$ cat config.mk
export PLATFORM = sky130hd
export DESIGN_NAME = ysyx_23060332_lsu
export DESIGN_NICKNAME = d
export VERILOG_FILES = /design/src/rtl/ysyx_23060332_lsu.sv
export SDC_FILE = /design/constraint.sdc
export NUM_CORES = 1
export LEC_CHECK = 0
export CAP_MARGIN = 20
export CORE_UTILIZATION = 39
export CTS_CLUSTER_SIZE = 40
export DETAILED_ROUTE_END_ITERATION = 8
export PLACE_DENSITY = 0.77
export RECOVER_POWER = 25
export SYNTH_ARGS = -nofsm -noshare
export SYNTH_HDL_FRONTEND = slang
export SYNTH_SLANG_ARGS = --single-unit
$ cat constraint.sdc
create_clock -name clk -period 1.9 [get_ports clk]
set_input_delay 0.38 -clock clk [delete_from_list [all_inputs] [get_ports clk]]
set_output_delay 0.38 -clock clk [all_outputs]
set_load 0.1 [all_outputs]
$ cat src/rtl/ysyx_23060332_lsu.sv
// Multi-cycle load/store unit: valid/ready front end to execute, variable-latency
// memory port behind, lane alignment for stores and extract/extend for loads.
module ysyx_23060332_lsu (
    input  logic        clk,
    input  logic        rst_n,
    input  logic        req_valid,
    output logic        req_ready,
    input  logic        req_wen,
    input  logic [31:0] req_addr,
    input  logic [31:0] req_wdata,
    input  logic [1:0]  req_size,
    input  logic        req_unsigned,
    output logic        mem_req_valid,
    input  logic        mem_req_ready,
    output logic [31:0] mem_addr,
    output logic        mem_wen,
    output logic [31:0] mem_wdata,
    output logic [3:0]  mem_wmask,
    input  logic        mem_rsp_valid,
    input  logic [31:0] mem_rsp_rdata,
    output logic        resp_valid,
    input  logic        resp_ready,
    output logic [31:0] resp_rdata,
    output logic        resp_err
);

    localparam logic [1:0] S_IDLE = 2'd0;
    localparam logic [1:0] S_REQ  = 2'd1;
    localparam logic [1:0] S_WAIT = 2'd2;
    localparam logic [1:0] S_DONE = 2'd3;

    logic [1:0]  state;
    logic [31:0] addr_r;
    logic [31:0] wdata_r;
    logic [3:0]  wmask_r;
    logic [1:0]  size_r;
    logic        wen_r;
    logic        uns_r;
    logic [31:0] rdata_r;
    logic        err_r;

    logic        misaligned;
    logic [31:0] lane_wdata;
    logic [3:0]  lane_wmask;
    logic [31:0] shifted;
    logic [31:0] load_val;

    always_comb begin
        misaligned = (req_size == 2'b11)
                   | ((req_size == 2'b01) & req_addr[0])
                   | ((req_size == 2'b10) & (|req_addr[1:0]));
    end

    always_comb begin
        lane_wdata = req_wdata;
        lane_wmask = 4'b1111;
        case (req_size)
            2'b00: begin
                lane_wdata = {4{req_wdata[7:0]}};
                lane_wmask = 4'b0001 << req_addr[1:0];
            end
            2'b01: begin
                lane_wdata = {2{req_wdata[15:0]}};
                lane_wmask = 4'b0011 << req_addr[1:0];
            end
            default: ;
        endcase
    end

    // Move the addressed byte/half down to bit 0 before extending.
    always_comb begin
        shifted  = mem_rsp_rdata >> {addr_r[1:0], 3'b000};
        load_val = mem_rsp_rdata;
        case (size_r)
            2'b00: load_val = uns_r ? {24'b0, shifted[7:0]}
                                    : {{24{shifted[7]}}, shifted[7:0]};
            2'b01: load_val = uns_r ? {16'b0, shifted[15:0]}
                                    : {{16{shifted[15]}}, shifted[15:0]};
            default: ;
        endcase
    end

    always_ff @(posedge clk) begin
        if (!rst_n) begin
            state   <= S_IDLE;
            addr_r  <= '0;
            wdata_r <= '0;
            wmask_r <= '0;
            size_r  <= '0;
            wen_r   <= 1'b0;
            uns_r   <= 1'b0;
            rdata_r <= '0;
            err_r   <= 1'b0;
        end else begin
            case (state)
                S_IDLE: begin
                    if (req_valid) begin
                        addr_r  <= req_addr;
                        wdata_r <= lane_wdata;
                        wmask_r <= (req_wen && !misaligned) ? lane_wmask : 4'b0000;
                        size_r  <= req_size;
                        wen_r   <= req_wen;
                        uns_r   <= req_unsigned;
                        rdata_r <= '0;
                        err_r   <= misaligned;
                        state   <= misaligned ? S_DONE : S_REQ;
                    end
                end
                S_REQ: begin
                    if (mem_req_ready) state <= S_WAIT;
                end
                S_WAIT: begin
                    if (mem_rsp_valid) begin
                        if (!wen_r) rdata_r <= load_val;
                        state <= S_DONE;
                    end
                end
                default: begin
                    if (resp_ready) state <= S_IDLE;
                end
            endcase
        end
    end

    assign req_ready     = (state == S_IDLE);
    assign mem_req_valid = (state == S_REQ);
    assign mem_addr      = {addr_r[31:2], 2'b00};
    assign mem_wen       = (state == S_REQ) & wen_r;
    assign mem_wdata     = wdata_r;
    assign mem_wmask     = (state == S_REQ) ? wmask_r : 4'b0000;
    assign resp_valid    = (state == S_DONE);
    assign resp_rdata    = rdata_r;
    assign resp_err      = err_r;

endmodule

==> run_results.csv <==
group,metric,value,unit
synth,ys_types,48,
placed_design,io_buffers,208,
synth,ys_seq_area_frac,0.432,
layout,n_antenna_cell,0,
setup_path,slowest_delay,0.34,ns
synth,postSynth.asyncResetShare,0,
cts,cts.path.max_buffers,2,
placed_design,place_congestion,0.929,
power,p_clk_frac,0.214,
power,p_sw_frac,0.472,
timing,max_freq,0.553,GHz
timing,finalSetupTns,0,ns
timing,fin_crit,1.81,ns
timing,setup_violations,0,
layout,multiInputGateArea,2380,µm²
detailed_routing,wl_per_cell,16.0,µm
global_routing,grt_usage,0.229,
floorplanning,core,12200,µm²
detailed_routing,viasPerCell,5.13,
power,seqPwrFrac,0.277,
cts,h-tree-depth,3,
timing,whs,0.455,ns
setup_path,startpoint_type,"flip-flop",
timing,slew-limit-headroom,0.544,
outcome,status,"completed",
power,switchingPower,4750,µW
synth,synthTopCellsByArea,"dfxtp_1 43%, nand2_1 11%, a21oi_1 7.4%, mux2i_1 5.5%, buf_4 5.2%",
synth,yosysWarningCount,0,
timing,finClkSkew,0.00420,ns
timing,worst_slew_pin_slew,0.681,ns
timing,finalHoldViolCount,0,
power,pwr-share-comb,0.508,
layout,register_area,2140,µm²
synth,syn_area,4960,µm²
power,p_per_area,1390,nW/µm²
layout,nets,879,
global_routing,grt_pass1_vias,4743,
power,ir_worst_vdd,0.919,mV
setup_path,required,1.52,ns
global_routing,grt_overflow,0,
power,power,10100,µW
synth,yosysTopAreaCellShare,0.432,
power,power.leakage,0.00292,µW
layout,final_util,0.593,
synth,syn_area_per_cell,8.39,µm²
power,internal_power,5300,µW
timing,drv_slew,0,
cts,cts_tree,"yes",
global_routing,grt_pass1_wl,23.3,mm
setup_path,arrival,1.43,ns
hold_path,worstHoldPathType,"flip-flop to flip-flop",
detailed_routing,drt-pass1-iter-count,4,
timing,finalCritPeriodShare,0.951,
detailed_routing,vias,4837,
setup_path,slowest_stage,"dfxtp_2",
setup_path,critPathKind,"flip-flop to primary output",
global_routing,antenna_found_initial,0,
layout,drive_gt1_frac,0.227,
floorplanning,io_pins,211,
detailed_routing,drc,0,
detailed_routing,ant_nets,0,
synth,syn-instance-count,591,
floorplanning,die_y,115,µm
timing,rsz0062_at_grt,"no",
synth,synth-edff-count,0,
cts,clk_latency,0.35,ns
floorplanning,rows,40,
cts,clkTransAtPathRegs,0.07,ns
cts,numCtsBuffers,9,
synth,synth_area_leader_cell,"dfxtp_1",
setup_path,end_kind,"primary output",
synth,synthFlopType,"dfxtp_1",
detailed_routing,drt_iter0_markers,377,
floorplanning,start_util,0.406,
floorplanning,die_x,115,µm
global_routing,grt_max_degree,89,
placed_design,detailed_place_hpwl,11.3,mm
layout,final_cell_mix,"143 x nand2_1, 105 x dfxtp_1, 105 x clkdlybuf4s50_1",
placed_design,dp_cells,926,
floorplanning,die_area,13200,µm²
flow_run,cap_violations,0,
layout,area_growth,46.1,%
detailed_routing,routed_wl,15.1,mm
setup_path,critPathMaxFanout,8,
layout,instances_no_fill,942,
cts,post-cts-setup-buffers,0,
layout,fillers,1108,
setup_path,cp_cell_sequence,"inv_2 -> ha_2 -> and2_4 -> buf_12",
layout,final_common_cell,"nand2_1",
cts,clockRootBuffer,"clkbuf_16",
cts,cts.sinks,107,
synth,synth-seq-cells,107,
metrics by stage:
stage | instance area, µm² | setup slack, ns
2_1_floorplan | 4990 | -0.171
5_1_grt | 7240 | 0.0368
3_5_place_dp | 7150 | -0.300
3_3_place_gp | 7150 | -0.208
4_1_cts | 7500 | 0.0558
6_report | 7240 | 0.0930
critical path: cells and delay by family, from the launching register on:
| family | cells | cell delay [ns] |
|---|---|---|
| simple gates | 1 | 0.19 |
| buf+inv | 2 | 0.26 |
| fa+ha+maj | 1 | 0.29 |
| flops | 1 | 0.34 |
cell usage after synthesis (8+ instances only):
library cell and number:
a211oi_1 8, a311oi_1 8, nand2_1 143, a21oi_1 73
clkbuf_1 32, dfxtp_1 107, nor2_1 23, mux2i_1 27
o21ai_0 20, o2bb2ai_1 8, a221o_1 16, buf_4 34
state kept, by name, indices dropped and copies added, names as in the netlist:
register	count
resp_err	1
uns_r	1
wmask_r	4
state	2
resp_rdata	32
size_r	2
addr_r	32
wen_r	1
mem_wdata	32
repair_timing:
item                                   in CTS  in global routing
endpoints found under the hold margin       0                  0
gates resized for setup                     1                  1
gates cloned                                0                  0
setup endpoints to repair                  17                  7
pin swaps                                   0                  0
hold buffers                                0                  0
final cells by class:
cell class | count | area share
Inverter | 5 | 0.00259
Timing Repair Buffer | 244 | 0.297
Clock buffer | 12 | 0.0340
Sequential cell | 107 | 0.296
Clock inverter | 4 | 0.0135
Multi-Input combinational cell | 402 | 0.328
Tap cell | 168 | 0.0290
metal layers:
layer	track usage	routed length, µm	part of all wire
met5	0	0	0
met4	0.106	403	0.027
met3	0.0791	1490	0.099
met2	0.396	7160	0.47
met1	0.254	6060	0.40
power groups by stage:
| stage | Combinational (µW) | Sequential (µW) | Clock (µW) |
|---|---|---|---|
| 3_3_place_gp | 5210 | 2840 | 0 |
| 4_1_cts | 5310 | 2810 | 2190 |
| 5_1_grt | 5350 | 2830 | 2290 |
| 6_report | 5110 | 2790 | 2160 |
| 3_5_place_dp | 5290 | 2850 | 0 |
| 2_1_floorplan | 2650 | 4110 | 0 |
cell families after synthesis:
kind of cell    synth area share
simple gates               0.183
compound gates             0.217
buf+inv                   0.0967
mux                       0.0568
other cells             0.000757
fa+ha+maj                 0.0101
xor+xnor                 0.00354
flops                      0.432
final timing paths:
path,from,endpoint,slack (ns),cells past startpoint
worst min-delay path,addr_r[9],addr_r[9],0.45,2
worst max register to register,state[0],resp_rdata[23],0.10,6
worst max-delay path,state[1],mem_wmask[2],0.09,4
worst min register to register,addr_r[9],addr_r[9],0.45,2
Note: power is estimated with default switching activity, not from simulation.
==> patch: new RTL, same flow settings <==
Register the output `resp_err` once more, cleared by the reset; this adds one clock of latency there. The other outputs are not delayed to match.
--- a/src/rtl/ysyx_23060332_lsu.sv
+++ b/src/rtl/ysyx_23060332_lsu.sv
@@ -130,7 +130,13 @@
     assign mem_wmask     = (state == S_REQ) ? wmask_r : 4'b0000;
     assign resp_valid    = (state == S_DONE);
     assign resp_rdata    = rdata_r;
-    assign resp_err      = err_r;
+    always_ff @(posedge clk) begin
+        if (!rst_n) begin
+            resp_err <= '0;
+        end else begin
+            resp_err <= err_r;
+        end
+    end
 
 endmodule
 
Check against the original RTL: not equivalent (a bounded check fails within 4 cycles, from zero or initial values and one cycle with rst_n low).
==> patch against the original RTL <==
Design area rose by 2.5%. Highest routed layer unchanged. Count of clock-buffer cells in the layout fell by 3. Sequential cell count rose by 1. Area after synthesis rose by 4.8%. Critical endpoint is now mem_wmask[0]. Routed wire length rose by 0.36%. Register-to-register slack got worse by 0.02 ns. Setup slack got worse by 0.034 ns. Sequential share of layout area fell by 0.43 points. Total power fell by 4.6%. Largest power group unchanged.
==> patch: results (changes against the original RTL) <==
grt_max_degree: 80  # -10%
peakVddDrop_mv: 0.773  # -16%
cpPeakStageDelay_ns: 0.37  # +0.03 ns
slowest_stage: "dfxtp_4"
nonClkBufAreaFrac_pct: 28.6  # -1.1 points
seq_area_frac_synth_pct: 41.6  # -1.6 points
grt_pass1_wl_um: 24700  # +5.8%
avgSynthCellArea_um2: 8.72  # +3.9%
yosys.cell_types.count: 46  # -4.2%
synth_common_cells: "155 x nand2_1, 108 x dfxtp_1, 63 x a21boi_0"
cp.arrival_ns: 1.46  # +0.03 ns
p_per_area_nw_per_um2: 1290  # -6.9%
nMultiInputCombCells: 407  # +1.2%
synth.mux.area_fraction_pct: 5.25  # -0.43 points
post_drt_wl_per_cell_um: 16.0  # -0.38%
status: "complete, no violations"
dp_hpwl_um: 11500  # +1.3%
synthAdderAreaFrac_pct: 0.963  # -0.046 points
synth-seq-cells: 108  # +0.93%
fillerInstances: 1162  # +4.9%
r2r_end: "resp_rdata[20]"
p_leak_nw: 3.16  # +8.3%
synthXorXnorAreaFrac_pct: 0.337  # -0.016 points
grt_pass1_vias: 5000  # +5.4%
clock_area_share_pct: 3.67  # -1.1 points
place_area_um2: 7370  # +3.1%
cts_resized: 2  # +1
fin_nets: 883  # +0.46%
hold-path-endpoint: "resp_err"
routabilityCongestion: 0.866  # -6.8%
dieArea_um2: 13800  # +4.7%
inv_count: 4  # -1
r2r_setup_slack_ns: 0.08  # -0.02 ns
patch: cell types whose count changed after synthesis, moves of 9 or more:
cell,delta
nand2_1,+12
a21oi_1,-63
a22o_1,+9
nor2_1,-16
a21boi_0,+63
o211a_1,+16
patch: per-layer routing:
layer,vias up,part of all wire [%],track usage (%)
li1,2410,-,-
met1,2292,40,25.2
met2,206,49,38.4
met3,29,8.7,7.20
met4,0,2.5,9.58
met5,-,0,0
patch: cells by family (layout without fill, tap and decap cells):
group / count (synthesis) / after routing
buf+inv: 82 / 262
flops: 108 / 108
compound gates: 164 / 164
other cells: 1 / 2
fa+ha+maj: 4 / 4
xor+xnor: 2 / 2
simple gates: 208 / 208
mux: 27 / 27
patch: power breakdown:
group,switching [mW],internal [mW],leakage [nW]
clock,0.882,0.895,0.132
sequential,0.229,2.63,0.883
combinational,3.69,1.26,2.14
total,4.80,4.79,3.16
